--- src/rtl/load_store_unit_if.sv ---
// Execute-stage request, data-memory and writeback response bundle of the load/store unit.
// Latency: none, wires only.
// Backpressure: req_ready on the request side, mem_gnt/mem_rvalid on the memory side.
interface load_store_unit_if #(
    parameter int XLEN = 32
);
    // request from execute stage
    logic            req_valid;
    logic            req_ready;
    logic            is_store;
    logic [2:0]      trunc_src;
    logic [XLEN-1:0] addr;
    logic [XLEN-1:0] store_data;
    logic [4:0]      rd;
    logic            stall;
    // data memory port
    logic            mem_req;
    logic            mem_we;
    logic [XLEN-1:0] mem_addr;
    logic [XLEN-1:0] mem_wdata;
    logic [3:0]      mem_be;
    logic            mem_gnt;
    logic            mem_rvalid;
    logic [XLEN-1:0] mem_rdata;
    // writeback response
    logic            resp_valid;
    logic            resp_we;
    logic            resp_fault;
    logic [XLEN-1:0] resp_data;
    logic [4:0]      resp_rd;

    // the pipeline plus memory model side
    modport master (
        output req_valid, is_store, trunc_src, addr, store_data, rd,
        output mem_gnt, mem_rvalid, mem_rdata,
        input  req_ready, stall, mem_req, mem_we, mem_addr, mem_wdata, mem_be,
        input  resp_valid, resp_we, resp_fault, resp_data, resp_rd
    );

    // the load/store unit side
    modport slave (
        input  req_valid, is_store, trunc_src, addr, store_data, rd,
        input  mem_gnt, mem_rvalid, mem_rdata,
        output req_ready, stall, mem_req, mem_we, mem_addr, mem_wdata, mem_be,
        output resp_valid, resp_we, resp_fault, resp_data, resp_rd
    );
endinterface

--- src/rtl/load_store_unit.sv ---
// Load/store unit: one memory op at a time, byte/half lane steering and load extension.
// Latency: load >= 3 cycles, store >= 2 cycles from accept; a trapped misaligned op responds next cycle.
// Backpressure: req_ready only in IDLE; waits indefinitely on mem_gnt/mem_rvalid. Option: MISALIGNED_TRAP_EN.
module load_store_unit #(
    parameter int XLEN = 32
) (
    input  logic               clk,
    input  logic               reset_n,
    load_store_unit_if.slave   bus
);
    localparam logic [2:0] T_BYTE   = 3'd0;
    localparam logic [2:0] T_HALF   = 3'd1;
    localparam logic [2:0] T_BYTE_U = 3'd3;
    localparam logic [2:0] T_HALF_U = 3'd4;

    typedef enum logic [1:0] {IDLE, REQ, WAIT, RESP} state_t;

    state_t          state;
    logic            st_q;
    logic [2:0]      ts_q;
    logic [XLEN-1:0] addr_q;
    logic [XLEN-1:0] wdata_q;
    logic [4:0]      rd_q;
    logic            fault_q;
    logic [XLEN-1:0] data_q;

    logic            is_byte;
    logic            is_half;
    logic [1:0]      off;
    logic [3:0]      be_c;
    logic [XLEN-1:0] wdata_c;
    logic [XLEN-1:0] shifted;
    logic [XLEN-1:0] ext_c;
    logic            mis_c;

    // lane steering from the latched request; misaligned halves/words align down to their own size
    always_comb begin
        is_byte = (ts_q == T_BYTE) || (ts_q == T_BYTE_U);
        is_half = (ts_q == T_HALF) || (ts_q == T_HALF_U);
        off     = 2'b00;
        be_c    = 4'b1111;
        wdata_c = wdata_q;
        if (is_byte) begin
            off     = addr_q[1:0];
            be_c    = 4'b0001 << addr_q[1:0];
            wdata_c = {4{wdata_q[7:0]}};
        end else if (is_half) begin
            off     = {addr_q[1], 1'b0};
            be_c    = 4'b0011 << {addr_q[1], 1'b0};
            wdata_c = {2{wdata_q[15:0]}};
        end
    end

    // shift the read word down to the addressed lane, then sign/zero extend
    always_comb begin
        shifted = bus.mem_rdata >> {off, 3'b000};
        case (ts_q)
            T_BYTE:   ext_c = {{24{shifted[7]}}, shifted[7:0]};
            T_HALF:   ext_c = {{16{shifted[15]}}, shifted[15:0]};
            T_BYTE_U: ext_c = {24'd0, shifted[7:0]};
            T_HALF_U: ext_c = {16'd0, shifted[15:0]};
            default:  ext_c = shifted;
        endcase
    end

    // misalignment of the incoming request, only ever set when trapping is built in
    always_comb begin
        mis_c = 1'b0;
`ifdef MISALIGNED_TRAP_EN
        if ((bus.trunc_src == T_HALF) || (bus.trunc_src == T_HALF_U))
            mis_c = bus.addr[0];
        else if ((bus.trunc_src != T_BYTE) && (bus.trunc_src != T_BYTE_U))
            mis_c = (bus.addr[1:0] != 2'b00);
`endif
    end

    // transaction FSM; reset abandons any outstanding memory op
    always_ff @(posedge clk or negedge reset_n) begin
        if (!reset_n) begin
            state   <= IDLE;
            st_q    <= 1'b0;
            ts_q    <= 3'd0;
            addr_q  <= '0;
            wdata_q <= '0;
            rd_q    <= 5'd0;
            fault_q <= 1'b0;
            data_q  <= '0;
        end else begin
            case (state)
                IDLE: if (bus.req_valid) begin
                    st_q    <= bus.is_store;
                    ts_q    <= bus.trunc_src;
                    addr_q  <= bus.addr;
                    wdata_q <= bus.store_data;
                    rd_q    <= bus.rd;
                    fault_q <= mis_c;
                    data_q  <= '0;
                    state   <= mis_c ? RESP : REQ;
                end
                REQ: if (bus.mem_gnt) begin
                    state <= st_q ? RESP : WAIT;
                end
                WAIT: if (bus.mem_rvalid) begin
                    data_q <= ext_c;
                    state  <= RESP;
                end
                default: state <= IDLE;
            endcase
        end
    end

    // outputs decode the state register and the latched request, so they hold steady through REQ
    assign bus.req_ready  = (state == IDLE);
    assign bus.stall      = (state != IDLE);
    assign bus.mem_req    = (state == REQ);
    assign bus.mem_we     = (state == REQ) && st_q;
    assign bus.mem_addr   = (state == REQ) ? {addr_q[XLEN-1:2], 2'b00} : '0;
    assign bus.mem_be     = (state == REQ) ? be_c : 4'b0000;
    assign bus.mem_wdata  = ((state == REQ) && st_q) ? wdata_c : '0;
    assign bus.resp_valid = (state == RESP);
    assign bus.resp_we    = (state == RESP) && !st_q && !fault_q;
    assign bus.resp_data  = (state == RESP) ? data_q : '0;
    assign bus.resp_rd    = bus.resp_we ? rd_q : 5'd0;
`ifdef MISALIGNED_TRAP_EN
    assign bus.resp_fault = (state == RESP) && fault_q;
`else
    assign bus.resp_fault = 1'b0;
`endif
endmodule

--- src/flat_wrapper.sv ---
// flat-port wrapper written by rule: the top's interface ports become plain ports
module load_store_unit_flat 
#(
    parameter int XLEN = 32
)
  (clk, reset_n, bus_req_valid, bus_is_store, bus_trunc_src, bus_addr, bus_store_data, bus_rd, bus_mem_gnt, bus_mem_rvalid, bus_mem_rdata, bus_req_ready, bus_stall, bus_mem_req, bus_mem_we, bus_mem_addr, bus_mem_wdata, bus_mem_be, bus_resp_valid, bus_resp_we, bus_resp_fault, bus_resp_data, bus_resp_rd);
  load_store_unit_if #(.XLEN(XLEN)) bus_i ();
  input  logic clk;
  input  logic reset_n;
  input wire logic [$bits(bus_i.req_valid)-1:0] bus_req_valid;
  input wire logic [$bits(bus_i.is_store)-1:0] bus_is_store;
  input wire logic [$bits(bus_i.trunc_src)-1:0] bus_trunc_src;
  input wire logic [$bits(bus_i.addr)-1:0] bus_addr;
  input wire logic [$bits(bus_i.store_data)-1:0] bus_store_data;
  input wire logic [$bits(bus_i.rd)-1:0] bus_rd;
  input wire logic [$bits(bus_i.mem_gnt)-1:0] bus_mem_gnt;
  input wire logic [$bits(bus_i.mem_rvalid)-1:0] bus_mem_rvalid;
  input wire logic [$bits(bus_i.mem_rdata)-1:0] bus_mem_rdata;
  output wire logic [$bits(bus_i.req_ready)-1:0] bus_req_ready;
  output wire logic [$bits(bus_i.stall)-1:0] bus_stall;
  output wire logic [$bits(bus_i.mem_req)-1:0] bus_mem_req;
  output wire logic [$bits(bus_i.mem_we)-1:0] bus_mem_we;
  output wire logic [$bits(bus_i.mem_addr)-1:0] bus_mem_addr;
  output wire logic [$bits(bus_i.mem_wdata)-1:0] bus_mem_wdata;
  output wire logic [$bits(bus_i.mem_be)-1:0] bus_mem_be;
  output wire logic [$bits(bus_i.resp_valid)-1:0] bus_resp_valid;
  output wire logic [$bits(bus_i.resp_we)-1:0] bus_resp_we;
  output wire logic [$bits(bus_i.resp_fault)-1:0] bus_resp_fault;
  output wire logic [$bits(bus_i.resp_data)-1:0] bus_resp_data;
  output wire logic [$bits(bus_i.resp_rd)-1:0] bus_resp_rd;
  assign bus_i.req_valid = bus_req_valid;
  assign bus_i.is_store = bus_is_store;
  assign bus_i.trunc_src = bus_trunc_src;
  assign bus_i.addr = bus_addr;
  assign bus_i.store_data = bus_store_data;
  assign bus_i.rd = bus_rd;
  assign bus_i.mem_gnt = bus_mem_gnt;
  assign bus_i.mem_rvalid = bus_mem_rvalid;
  assign bus_i.mem_rdata = bus_mem_rdata;
  assign bus_req_ready = bus_i.req_ready;
  assign bus_stall = bus_i.stall;
  assign bus_mem_req = bus_i.mem_req;
  assign bus_mem_we = bus_i.mem_we;
  assign bus_mem_addr = bus_i.mem_addr;
  assign bus_mem_wdata = bus_i.mem_wdata;
  assign bus_mem_be = bus_i.mem_be;
  assign bus_resp_valid = bus_i.resp_valid;
  assign bus_resp_we = bus_i.resp_we;
  assign bus_resp_fault = bus_i.resp_fault;
  assign bus_resp_data = bus_i.resp_data;
  assign bus_resp_rd = bus_i.resp_rd;
  load_store_unit #(.XLEN(XLEN)) u_core (.clk(clk), .reset_n(reset_n), .bus(bus_i));
endmodule
--- config.mk ---
export PLATFORM = sky130hd
export DESIGN_NAME = load_store_unit_flat
export DESIGN_NICKNAME = d
export VERILOG_FILES = /design/src/rtl/load_store_unit_if.sv /design/src/rtl/load_store_unit.sv /design/src/flat_wrapper.sv
export SDC_FILE = /design/constraint.sdc
export NUM_CORES = 1
export LEC_CHECK = 0
export BUFFER_PORTS_ARGS = -buffer_cell sky130_fd_sc_hd__buf_2
export CAP_MARGIN = 20
export CELL_PAD_IN_SITES_DETAIL_PLACEMENT = 1
export CELL_PAD_IN_SITES_GLOBAL_PLACEMENT = 1
export CORE_MARGIN = 8
export CORE_UTILIZATION = 35
export DETAILED_ROUTE_END_ITERATION = 12
export MAX_ROUTING_LAYER = met4
export PLACE_DENSITY = 0.84
export SYNTH_ARGS = -nofsm -noshare
export SYNTH_HDL_FRONTEND = slang
export SYNTH_SLANG_ARGS = --single-unit
--- constraint.sdc ---
create_clock -name clk -period 5.7 [get_ports clk]
set_input_delay 1.14 -clock clk [delete_from_list [all_inputs] [get_ports clk]]
set_output_delay 1.14 -clock clk [all_outputs]
set_load 0.02 [all_outputs]
==> results of run 1 <==
## layer usage
metal  global-route usage [%]
met5                        -
met4                    8.089
met3                    4.789
met2                    30.91
met1                    22.73
## stage by stage
step	hold WS [ns]	worst slack (ns)
4_1_cts	0.4837	1.619
3_3_place_gp	0.4537	2.170
5_1_grt	0.5063	1.437
3_5_place_dp	0.4664	1.999
2_1_floorplan	0.4424	2.600
## cells by family after synthesis
group	count (synthesis)	synth area share [%]
buffers and inverters	56	4.696
DFF	107	45.27
AOI/OAI and AO/OA	98	11.25
muxes	100	18.57
and+or+nand+nor	207	18.21
other	1	0.06340
adders and majority gates	4	0.8462
xor gates and xnor gates	3	1.079
==> out/qor.yml, run 1 <==
floorplan:
  num_rows: 47
  start_util_pct: 35.79
  fp.dieH_um: 146.0
  fp.dieW_um: 146.0
  ios: 222
place:
  hpwlAfterDp_um: 14950
  dp_cells: 972
  placed_cell_area_um2: 7081
  port_buffers: 218
  gp_congestion: 0.7982
logic_synthesis:
  ys_warn_count: 0
  syn_inst: 576
  ys_ff_latch: 107
  synth.distinct_cells: 47
  ys.flop_type: "dfrtp_1"
  ys_top_cells_by_area: "dfrtp_1 45%, mux2_2 14%, and2_1 7.1%, mux2i_1 4.2%, nand2_1 3.9%"
  syn_avg_cell_area_um2: 10.27
  netlist_area_um2: 5914
  synth_most_common_cell: "dfrtp_1"
  synth_common_cells: "107 x dfrtp_1, 74 x mux2_2, 67 x and2_1"
  synth_edf_count: 0
  synth_top_area_share_pct: 45.27
  seq_area_frac_synth_pct: 45.27
  yosysTopAreaCell: "dfrtp_1"
  async_flop_share_pct: 100.0
grt:
  grt_usage_pct: 19.26
  grt_pass1_wl_um: 31730
  gr-total-overflow: 0
  antenna_found_initial: 5
  grt_pass1_vias: 5588
  grt_max_degree: 74
outcome:
  status: "stopped before the end"
  stop_stage: "5_2_route"
  error_message: "[ERROR DRT-0255] Maze Route cannot find path of net clk in worker of routeBox ( 96600 0 ) ( 145995 48300 )."
clock_network:
  clock_path_buffers: 2
  ctsHtreeMaxLevel: 3
  ctsHoldBuffers: 0
  cts.sink_count: 107
  cts-root-buf: "clkbuf_16"
  post_cts_buffers: 0
  cts-buffers-inserted: 9
  cts_resized: 0
==> run 2, diff against run 1 <==
CELL_PAD_IN_SITES_DETAIL_PLACEMENT = unset   (was 1)
CELL_PAD_IN_SITES_GLOBAL_PLACEMENT = unset   (was 1)
CORE_UTILIZATION = 20   (was 35)
MAX_ROUTING_LAYER = unset   (was met4)
PLACE_DENSITY = unset   (was 0.84)
PLACE_DENSITY_LB_ADDON = 0.15   (was unset)
==> run 2 against run 1 <==
Compared with the run above: the run now ends clean; global-route usage shrank 6.9 points; area after synthesis stayed put; synthesized cell count stayed put.
==> out/qor.yml, run 2 <==
outcome:
  status: "finished clean"
clock_network:
  cts_tree: "yes"
  post_cts_buffers: 0
  cts-buffers-inserted: 9
  clock_path_buffers: 2
  ctsHoldBuffers: 0
  ctsHtreeMaxLevel: 3
  clkTransAtPathRegs_ns: 0.08
  cts.sink_count: 107
  cts_resized: 0
  clk_latency_ns: 0.35
  cts-root-buf: "clkbuf_16"
grt:
  grt_pass1_vias: 5529
  grt_usage_pct: 12.40
  grt_pass1_wl_um: 34180
  grt_max_degree: 74
  grtUsageMet1_pct: 16.01
  antenna_found_initial: 3
  gr-total-overflow: 0
  grt.met2_usage_pct: 19.44
  busiest_layer: "met2"
  use_met3_pct: 4.458
timing:
  worstMarginPinSlew_ns: 1.087
  layout_setup_ws_ns: 1.867
  fin_skew_ns: 0.005986
  tns_ns: 0
  setup_viol: 0
  rsz0062_at_grt: "no"
  layout_min_cycle_time_ns: 3.833
  max_freq_ghz: 0.2609
  slew_headroom_pct: 27.51
  hold_viol: 0
  drv_slew: 0
  fin_crit_sh_pct: 67.24
floorplan:
  ios: 222
  start_util_pct: 20.12
  num_rows: 63
  core-area_um2: 29400
  fp.dieH_um: 188.0
  fp.dieW_um: 188.0
  die_area_um2: 35330
logic_synthesis:
  synth.distinct_cells: 47
  syn_inst: 576
  synth_top_area_share_pct: 45.27
  ys_ff_latch: 107
  ys.flop_type: "dfrtp_1"
  ys_top_cells_by_area: "dfrtp_1 45%, mux2_2 14%, and2_1 7.1%, mux2i_1 4.2%, nand2_1 3.9%"
  synth_common_cells: "107 x dfrtp_1, 74 x mux2_2, 67 x and2_1"
  yosysTopAreaCell: "dfrtp_1"
  seq_area_frac_synth_pct: 45.27
  syn_avg_cell_area_um2: 10.27
  async_flop_share_pct: 100.0
  netlist_area_um2: 5914
  ys_warn_count: 0
  synth_most_common_cell: "dfrtp_1"
  synth_edf_count: 0
power_and_ir_drop:
  p_leak_uw: 0.003800
  pwr-share-seq_pct: 33.5
  irDropWorstVdd_uv: 193.5
  p_switching_uw: 2005
  power_density_nw_per_um2: 574.6
  clock_power_share_pct: 15.5
  p_comb_share_pct: 51.0
  p_sw_share_pct: 45.77
  internal-power_uw: 2376
place:
  gp_congestion: 0.7353
  dp_slack_ns: 2.199
  hpwlAfterDp_um: 16370
  port_buffers: 218
drt:
  vias: 5117
  ant_nets: 0
  dr.pass1.iters: 5
  drt_iter0_markers: 274
  vias_per_cell: 4.411
  wl_per_cell_um: 19.13
  drc: 0
  wirelength_um: 22190
critical_path:
  r2r_end: "u_core.data_q[31]$_DFFE_PN0P_"
  rrSetupSlack_ns: 2.94
  cp_slowest_cell: "dfrtp_1"
  crit_path_max_incr_delay_ns: 0.95
  cp-end-kind: "output port"
  crit_family: "flip-flops"
  cp_num_buf_inv: 1
  critPathRequiredTime_ns: 4.56
  cp_max_fo: 19
  critical_path_class: "reg -> out"
  rr_startpoint: "u_core.ts_q[2]$_DFFE_PN0P_"
  r2r_cells: 5
  startpoint_type: "register"
  cp.depth: 5
  worstPathArrival_ns: 2.69
  path_cells: "xor2_4 -> nor2_2 -> mux2i_1 -> nor2_1 -> buf_2"
final_layout:
  area_growth_syn_to_layout_pct: 28.90
  drive_gt1_share_pct: 42.60
  final_cell_mix: "217 x buf_2, 107 x dfrtp_1, 74 x mux2_2"
  antenna_cells: 0
  reg_top3: "u_core.addr_q (32), u_core.data_q (32), u_core.wdata_q (32)"
  final_common_cell: "buf_2"
  fin_nets: 879
  fill_cells: 3221
min_path:
  hold_end: "u_core.data_q[26]$_DFFE_PN0P_"
  hold_path_class: "reg -> reg"
  hold_depth: 2
  min_from: "u_core.data_q[26]$_DFFE_PN0P_"
job:
  maxCapViolCount: 0
run 2: cell type report:
cell class                 instances  area (µm²)  area share (%)
clock buffer                      10       239.0           3.135
clock inverter                     6       72.57          0.9519
inverter                           9       33.78          0.4431
multi-input combinational        415        2978           39.06
sequential                       107        2678           35.12
tap                              390       488.0           6.401
timing repair buffer             223        1135           14.89
run 2: power groups by stage:
stage | clock, µW | sequential (µW) | combinational, µW
after floorplan | 0 | 1270 | 1770
after global placement | 0 | 1490 | 2280
after detailed placement | 0 | 1480 | 2270
after CTS | 721 | 1470 | 2280
after global routing | 742 | 1520 | 2460
final | 680 | 1470 | 2230
run 2: worst max-delay path by stage:
stage,start,end
after floorplan,u_core.state[1]$_DFFE_PN0P_,bus_mem_wdata[30]
after global placement,u_core.ts_q[1]$_DFFE_PN0P_,bus_mem_wdata[10]
after detailed placement,u_core.ts_q[1]$_DFFE_PN0P_,bus_mem_wdata[10]
after CTS,u_core.ts_q[1]$_DFFE_PN0P_,bus_mem_wdata[10]
after global routing,u_core.ts_q[1]$_DFFE_PN0P_,bus_mem_wdata[10]
final,u_core.ts_q[1]$_DFFE_PN0P_,bus_mem_wdata[8]
run 2: logic make-up after synthesis:
logic type               count (synthesis)  synth area share (%)
XOR/XNOR                                 3                 1.079
AO/OA/AOI/OAI                           98                 11.25
multiplexers                           100                 18.57
flip-flops                             107                 45.27
buffers and inverters                   56                 4.696
adder cells (fa/ha/maj)                  4                0.8462
other                                    1               0.06340
AND/OR/NAND/NOR                        207                 18.21
run 2: layer usage:
layer | share of wire, % | up-vias
met3 | 7.9 | 24
met1 | 46 | 2489
met4 | 1.4 | 6
met5 | 0.17 | -
met2 | 45 | 206
li1 | - | 2392
run 2: worst min-delay path, cell delays in order, from the launching register on:
cell     delay [ns]
dfrtp_1        0.34
nand2_1        0.05
o21ai_0        0.06
run 2: per-stage QoR:
| step | utilization (%) | power, µW | cells | cell area [µm²] | hold slack [ns] |
|---|---|---|---|---|---|
| 2_1_floorplan | - | 3045 | 578 | 5922 | 0.4424 |
| 3_3_place_gp | 24.83 | 3766 | 1143 | 7301 | 0.4567 |
| 3_5_place_dp | 24.83 | 3749 | 1143 | 7301 | 0.4676 |
| 4_1_cts | 25.89 | 4466 | 1159 | 7612 | 0.4856 |
| 5_1_grt | 25.93 | 4728 | 1160 | 7624 | 0.5116 |
| 6_report | 25.93 | 4380 | 1160 | 7624 | 0.4803 |
Power figures use the tool's default switching activity.
